--- config.mk ---
export PLATFORM = sky130hd
export DESIGN_NAME = mem_access_controller
export DESIGN_NICKNAME = d
export VERILOG_FILES = /design/src/rtl/mem_access_controller_pkg.sv /design/src/rtl/mem_access_controller_burst_address_counter.sv /design/src/rtl/mem_access_controller.sv
export SDC_FILE = /design/constraint.sdc
export NUM_CORES = 1
export LEC_CHECK = 0
export CORE_ASPECT_RATIO = 1.4
export CORE_UTILIZATION = 45
export CTS_CLUSTER_SIZE = 20
export DETAILED_ROUTE_END_ITERATION = 12
export PLACE_DENSITY = 0.79
export SETUP_SLACK_MARGIN = 0.05
export SLEW_MARGIN = 20
export SYNTH_ARGS = -nofsm -noshare
export SYNTH_HDL_FRONTEND = slang
export SYNTH_SLANG_ARGS = --single-unit
export TNS_END_PERCENT = 20
--- constraint.sdc ---
create_clock -name clk -period 4.75 [get_ports clk]
set_input_delay 0.7125 -clock clk [delete_from_list [all_inputs] [get_ports clk]]
set_output_delay 0.7125 -clock clk [all_outputs]
set_load 0.005 [all_outputs]
--- src/rtl/mem_access_controller_pkg.sv ---
// Shared definitions for the memory access controller: FSM state encoding,
// memory direction constants and the address wrap helper.
package mem_access_controller_pkg;

    typedef enum logic [2:0] {
        ST_IDLE   = 3'd0,
        ST_SETUP  = 3'd1,
        ST_ARM    = 3'd2,
        ST_STROBE = 3'd3,
        ST_RESP   = 3'd4
    } state_t;

    localparam logic MEM_READ  = 1'b1;
    localparam logic MEM_WRITE = 1'b0;

    // Depth need not be a power of two, so wrap explicitly instead of overflowing.
    function automatic int unsigned wrap_inc(input int unsigned addr, input int unsigned depth);
        return (addr + 1 == depth) ? 0 : addr + 1;
    endfunction

endpackage

--- src/rtl/mem_access_controller_burst_address_counter.sv ---
// Burst address/remaining-count tracker; loads a start address and length,
// steps with modulo-numWords wrap and flags the final word.
module burst_address_counter
    import mem_access_controller_pkg::*;
#(
    parameter  int numWords = 64,
    localparam int AW       = $clog2(numWords)
) (
    input  logic          clk,
    input  logic          resetN,
    input  logic          load,
    input  logic [AW-1:0] start_address,
    input  logic [AW-1:0] length,
    input  logic          step,
    output logic [AW-1:0] address,
    output logic          last
);

    logic [AW-1:0] addr_q, addr_d;
    logic [AW-1:0] remaining_q, remaining_d;

    always_comb begin
        addr_d      = addr_q;
        remaining_d = remaining_q;
        if (load) begin
            addr_d      = start_address;
            remaining_d = length;
        end else if (step && remaining_q != '0) begin
            addr_d      = AW'(wrap_inc(32'(addr_q), unsigned'(numWords)));
            remaining_d = remaining_q - AW'(1);
        end
    end

    always_ff @(posedge clk or negedge resetN) begin
        if (!resetN) begin
            addr_q      <= '0;
            remaining_q <= '0;
        end else begin
            addr_q      <= addr_d;
            remaining_q <= remaining_d;
        end
    end

    assign address = addr_q;
    assign last    = (remaining_q == '0);

endmodule

--- src/rtl/mem_access_controller.sv ---
// Clocked burst initiator for the asynchronous level-triggered memory block:
// pins settle for a full cycle before a single-cycle enable strobe.
module mem_access_controller
    import mem_access_controller_pkg::*;
#(
    parameter  int wordSize = 4,
    parameter  int numWords = 64,
    localparam int AW       = $clog2(numWords)
) (
    input  logic                clk,
    input  logic                resetN,
    input  logic                reqValid,
    output logic                reqReady,
    input  logic                reqRead,
    input  logic [AW-1:0]       reqAddress,
    input  logic [AW-1:0]       reqLength,
    input  logic [wordSize-1:0] wrData,
    input  logic                wrValid,
    output logic                wrReady,
    output logic [wordSize-1:0] rdData,
    output logic                rdValid,
    input  logic                rdReady,
    output logic                done,
    output logic                memEnable,
    output logic                memReadWrite,
    output logic [AW-1:0]       memAddress,
    output logic [wordSize-1:0] memWrData,
    input  logic [wordSize-1:0] memRdData
);

    state_t              state_q, state_d;
    logic                started_q, started_d;
    logic                dir_q, dir_d;
    logic [wordSize-1:0] wr_data_q, wr_data_d;
    logic [wordSize-1:0] rd_data_q, rd_data_d;
    logic                done_q, done_d;

    logic accept;
    logic advance;
    logic last;

    assign accept  = reqValid && reqReady;
    // A word is finished after a write strobe or a consumed read response.
    assign advance = (state_q == ST_STROBE && dir_q == MEM_WRITE) ||
                     (state_q == ST_RESP && rdReady);

    burst_address_counter #(
        .numWords(numWords)
    ) u_counter (
        .clk          (clk),
        .resetN       (resetN),
        .load         (accept),
        .start_address(reqAddress),
        .length       (reqLength),
        .step         (advance && !last),
        .address      (memAddress),
        .last         (last)
    );

    always_ff @(posedge clk or negedge resetN) begin
        if (!resetN) begin
            state_q <= ST_IDLE;
        end else begin
            state_q <= state_d;
        end
    end

    always_comb begin
        state_d = state_q;
        case (state_q)
            ST_IDLE:   if (accept) state_d = ST_SETUP;
            ST_SETUP:  if (dir_q == MEM_READ || wrValid) state_d = ST_ARM;
            ST_ARM:    state_d = ST_STROBE;
            ST_STROBE: begin
                if (dir_q == MEM_READ) state_d = ST_RESP;
                else                   state_d = last ? ST_IDLE : ST_SETUP;
            end
            ST_RESP:   if (rdReady) state_d = last ? ST_IDLE : ST_SETUP;
            default:   state_d = ST_IDLE;
        endcase
    end

    always_comb begin
        reqReady  = started_q && (state_q == ST_IDLE);
        wrReady   = (state_q == ST_SETUP) && (dir_q == MEM_WRITE);
        rdValid   = (state_q == ST_RESP);
        memEnable = (state_q == ST_STROBE);
    end

    always_comb begin
        started_d = 1'b1;
        dir_d     = dir_q;
        wr_data_d = wr_data_q;
        rd_data_d = rd_data_q;
        done_d    = advance && last;
        if (accept) dir_d = reqRead;
        if (state_q == ST_SETUP && dir_q == MEM_WRITE && wrValid) wr_data_d = wrData;
        if (state_q == ST_STROBE && dir_q == MEM_READ) rd_data_d = memRdData;
    end

    // reqReady is held low until the first edge after reset release.
    always_ff @(posedge clk or negedge resetN) begin
        if (!resetN) begin
            started_q <= 1'b0;
            dir_q     <= MEM_READ;
            wr_data_q <= '0;
            rd_data_q <= '0;
            done_q    <= 1'b0;
        end else begin
            started_q <= started_d;
            dir_q     <= dir_d;
            wr_data_q <= wr_data_d;
            rd_data_q <= rd_data_d;
            done_q    <= done_d;
        end
    end

    assign memReadWrite = dir_q;
    assign memWrData    = wr_data_q;
    assign rdData       = rd_data_q;
    assign done         = done_q;

endmodule

After elaboration in Yosys (flattened, before gate mapping)
Cells that the tools add are included.
Widths: inputs -> output; s select.
{"block": "word_totals", "ff_bits": 26, "inputBits": 26, "out_inout_bits": 20, "wordCells": 48}
{"block": "op_classes", "n_addsub": 2, "n_eq_ne": 8, "mux": 11, "bitwise_logic": 1, "reduce_logical": 18}
{"cell": "$mux 6", "n": 5}
{"cell": "$pmux 3 s5", "n": 1}
{"cell": "$mux 3", "n": 4}
{"cell": "$logic_and 1x1->1", "n": 10}
{"cell": "$add 6x1->7 const B", "n": 1}
{"cell": "$eq 7x7->1 const B", "n": 1}
{"cell": "$eq 3x2->1 const B", "n": 2}
{"cell": "$logic_not 6->1", "n": 1}
{"cell": "$reduce_bool 6->1", "n": 1}
{"cell": "$sub 6x1->6 const B", "n": 1}
{"cell": "$ne 2x2->1 const B", "n": 2}
{"cell": "$eq 3x1->1 const B", "n": 1}
{"cell": "$eq 3x3->1 const B", "n": 1}
{"cell": "$logic_not 3->1", "n": 1}
{"cell": "$reduce_and 3->1", "n": 1}
{"cell": "$logic_or 1x1->1", "n": 2}
{"cell": "$ne 2x1->1 const B", "n": 1}
{"cell": "$reduce_bool 2->1", "n": 1}
{"cell": "$logic_not 1->1", "n": 1}
{"cell": "$mux 1", "n": 1}
{"cell": "$not 1->1", "n": 1}

Depth between registers and ports, before layout
{"block": "logic_depth", "ltp_word": 7, "depth_mapped": 8, "depth_no_buf": 6}

Modules after synthesis
A second synthesis with hierarchy kept.
{"block": "unflattened", "hier_cells": 124, "area_unflattened_um2": 1411.4}
{"mod": "burst_address_counter", "n_inst": 1, "cells_each": 72, "area_each_um2": 747.0, "seq_area_each_um2": 300.3}
{"mod": "mem_access_controller", "n_inst": 1, "cells_each": 52, "area_each_um2": 664.4, "seq_area_each_um2": 351.6}

Worst setup path after synthesis
No wires, ideal clock.
{"block": "synth_path", "path_type": "register -> register", "start": "register u_counter.remaining_q[0]", "end": "register u_counter.remaining_q[4]", "setup_ns": 0.126, "t_arrival_ns": 1.869, "t_required_ns": 4.624, "path_slack_ns": 2.755, "path_stages_with_launch": 7, "n_path_buf": 0, "period_less_slack_ns": 1.995, "path_cell_list": "dfrtp_1 -> inv_1 -> ha_1 -> or4b_4 -> o22ai_4 -> mux2_2 -> a221o_1"}
{"block": "synth_between", "elab_chain_len": 5, "word_cells_on_any_way": 9, "cone_classes": "add/sub (1); mux (2); reduce/logical (6)"}
{"element": "start: declaration", "line_no": "mem_access_controller_burst_address_counter.sv:20", "source": "logic [AW-1:0] remaining_q, remaining_d;"}
{"element": "start signal: assignment", "line_no": "mem_access_controller_burst_address_counter.sv:40", "source": "remaining_q <= remaining_d;"}
{"element": "branches (longest 5 deep; another with $sub 6x1->6)"}
Parallel ways; which one is timed is not known. The select of a mux whose other input is x is not followed.
A chain may end at the register's enable or synchronous reset.

Worst setup path in the final report
{"block": "layout_path", "start": "register state_q[0]", "end": "output wrReady"}
{"block": "layout_between", "elab_chain_len": 2}
{"element": "start: declaration", "line_no": "mem_access_controller.sv:31", "source": "state_t state_q, state_d;"}
{"element": "start signal: assignment", "line_no": "mem_access_controller.sv:64", "source": "state_q <= state_d;"}
{"element": "$eq 3x1->1", "line_no": "mem_access_controller.sv:85", "source": "wrReady = (state_q == ST_SETUP) && (dir_q == MEM_WRITE);"}
{"element": "$logic_and 1x1->1", "line_no": "mem_access_controller.sv:85"}
{"element": "end: declaration", "line_no": "mem_access_controller.sv:19", "source": "output logic wrReady,"}
No other way between the ends.

==> results.sh <==
export IMPL_power_share_clock_pct=16.7
export IMPL_finalPower_w=0.00108
export IMPL_grt_pass1_wl_um=4820
export IMPL_syn_area_per_cell_um2=10.5
export IMPL_die_h_um=67.2
export IMPL_period_needed_ns=2.50
export IMPL_cp_required_ns=4.04
export IMPL_fin_skew_ns=0.00555
export IMPL_dp_cells=206
export IMPL_maxCapViolCount=0
export IMPL_r2r_slack_ns=2.39
export IMPL_status="complete, no violations"
export IMPL_hp_class="primary input to asynchronous set/reset pin"
export IMPL_start_kind="register"
export IMPL_regArea_um2=652
export IMPL_wl_met3_um=111
export IMPL_ios=46
export IMPL_setup_viol=0
export IMPL_critPathMaxStageDelay_ns=0.51
export IMPL_synth_edff_count=0
export IMPL_path_clk_slew_ns=0.09
export IMPL_ys_types=38
export IMPL_num_antenna_cells=0
export IMPL_slew_viol_final=0
export IMPL_setup_tns_ns=0
export IMPL_cts_buffers_inserted=3
export IMPL_layout_commonest_cell="clkdlybuf4s50_1"
export IMPL_multi_input_area_um2=648
export IMPL_initial_core_util_pct=47.5
export IMPL_dieArea_um2=3260
export IMPL_reg2regPathDepth=6
export IMPL_clkSinkCount=26
export IMPL_final_cell_mix="clkdlybuf4s50_1, dfrtp_1, nand2_1"
export IMPL_cp_max_fo=8
export IMPL_path_delay_family="flip-flops"
export IMPL_grt_ovfl_total=0
export IMPL_avgViaCountPerCell=5.47
export IMPL_synth_area_um2=1370
export IMPL_grt_pass1_vias=1056
export IMPL_fp_dieW_um=48.6
export IMPL_reg2reg_from="u_counter.remaining_q[0]"
export IMPL_critical_path_buf_inv_count=1
export IMPL_critical_path_class="register to primary output"
export IMPL_wl_per_cell_um=13.8
export IMPL_yosysWarnings=0
export IMPL_synthArstFlopShare_pct=100
export IMPL_leakage_nw=0.772
export IMPL_insertion_delay_ns=0.27
export IMPL_drtPass1Iterations=4
export IMPL_cts_path_max_buffers=2
export IMPL_drt_initial_drc_count=14
export IMPL_synth_cells=130
export IMPL_final_cells=210
export IMPL_io_buffer_count=45
export IMPL_utilization_pct=65.4
export IMPL_dp_hpwl_um=2160
export IMPL_cp_slowest_cell="dfrtp_1"
export IMPL_post_route_period_util_pct=52.7
export IMPL_cts_htree_levels=1
export IMPL_top_layer="met4"
export IMPL_r2r_end="u_counter.remaining_q[4]"
export IMPL_p_sw_w=0.000361
export IMPL_grtUsageTotal_pct=19.4
export IMPL_hold_buffers=0
export IMPL_p_int_w=0.000722
export IMPL_post_cts_buffers=0
export IMPL_setup_worst_path_end_class="primary output"
export IMPL_ys_seq_elements=26
export IMPL_seq_power_share_pct=39.9
export IMPL_wl_met1_um=1240
export IMPL_area_delta_synth_final_pct=37.7
export IMPL_power_frac_comb_pct=43.4
export IMPL_yosysSeqAreaShare_pct=47.7
export IMPL_drt_total_wl_um=2900
export IMPL_vias=1148
export IMPL_worst_pin_slew_ns=0.598
export IMPL_timing_fmax_mhz=400
export IMPL_nFillCells=245
export IMPL_clockRootBuffer="clkbuf_8"
export IMPL_rsz0062_at_grt="false"
export IMPL_grt_max_degree=27
export IMPL_syn_nets=159
export IMPL_power_switching_share_pct=33.3
export IMPL_grt_antenna_before_repair=0
export IMPL_ys_flop_type="dfrtp_1"
export IMPL_ir_drop_mv=0.280
export IMPL_hold_viol=0
export IMPL_drive_above_1_share_pct=12.7
export IMPL_ant_nets=0
export IMPL_route_detailed_drc=0
export IMPL_core_um2=2880
export IMPL_cts_tree="done"
export IMPL_maxSlewHeadroom_pct=60.2
export IMPL_place_congestion=0.785
export IMPL_post_cts_resized=0
export IMPL_crit_path_cell_trace="nor3b_1, nor2b_1, clkdlybuf4s50_1"
export IMPL_rows=23
export IMPL_power_density_nw_per_um2=575
export IMPL_nets=203
export IMPL_wl_met2_um=1500
export IMPL_worstPathArrival_ns=1.79
[sequential cells by signal (all words and copies together), names as in the netlist]
name	flops
memReadWrite	1
rdData	4
u_counter.address	6
started_q	1
done	1
u_counter.remaining_q	6
memWrData	4
state_q	3
[cells in the mapped netlist, types with 2 or more instances]
master	count	area [um2]
and2_1	2	12.5
o211ai_1	4	30.0
buf_6	3	33.8
nand2_1	14	52.6
dfrtp_1	25	626
or3_1	6	37.5
and4bb_2	2	25.0
mux2_2	9	101
buf_2	2	10.0
or4_1	2	15.0
a31oi_1	5	31.3
ha_1	3	37.5
nand3_1	8	40.0
mux2i_1	2	20.0
inv_1	5	18.8
nor2_1	9	33.8
o31ai_1	2	15.0
o21ai_0	7	35.0
[power by group through the flow]
stage | Clock [W] | Sequential, W | Combinational [W]
6_report | 0.000181 | 0.000432 | 0.000470
3_3_place_gp | 0 | 0.000425 | 0.000454
3_5_place_dp | 0 | 0.000434 | 0.000474
5_1_grt | 0.000196 | 0.000448 | 0.000520
2_1_floorplan | 0 | 0.000405 | 0.000291
4_1_cts | 0.000188 | 0.000431 | 0.000477
[metrics by stage]
| step | hold WS [ns] | cell area (um2) | worst slack [ns] |
|---|---|---|---|
| 4_1_cts | 0.513 | 1890 | 2.24 |
| 3_3_place_gp | 0.486 | 1820 | 2.13 |
| 6_report | 0.438 | 1880 | 2.25 |
| 2_1_floorplan | 0.417 | 1370 | 2.76 |
| 3_5_place_dp | 0.493 | 1820 | 2.08 |
| 5_1_grt | 0.470 | 1880 | 2.09 |
[cells by family (layout without fill, tap and decap cells)]
kind of cell	after synthesis	count (layout)	share of synthesized area (%)
AO/OA/AOI/OAI	25	25	13.1
adder cells (fa/ha/maj)	3	3	2.75
buffers and inverters	11	54	4.85
flip-flops	26	26	47.7
multiplexers	11	11	8.88
other	1	1	0.274
AND/OR/NAND/NOR	53	53	22.4
[how the worst max path moves through the flow]
| stage | startpoint | end | slack [ns] | depth (start not counted) |
|---|---|---|---|---|
| global route | state_q[0] | wrReady | 2.09 | 3 |
| CTS | state_q[0] | wrReady | 2.24 | 3 |
| global placement | rdReady | u_counter.remaining_q[4] | 2.13 | 5 |
| detailed placement | rdReady | u_counter.remaining_q[4] | 2.08 | 5 |
| finish | state_q[0] | wrReady | 2.25 | 3 |
| floorplan | u_counter.remaining_q[0] | u_counter.remaining_q[4] | 2.76 | 6 |
[layer usage]
| layer | vias to the layer above | global-route usage (%) |
|---|---|---|
| met5 | - | 0 |
| met4 | 0 | 7.72 |
| met3 | 5 | 2.25 |
| met2 | 36 | 37.0 |
| met1 | 553 | 22.3 |
| li1 | 554 | - |
[area by class of cell]
class                           count  share of cell area [%]
Multi-Input combinational cell     93                    34.4
Sequential cell                    26                    34.6
Clock inverter                      1                    1.60
Tap cell                           37                    2.46
Inverter                            5                   0.997
Timing Repair Buffer               45                    23.7
Clock buffer                        3                    2.19
Power figures use the tool's default switching activity.
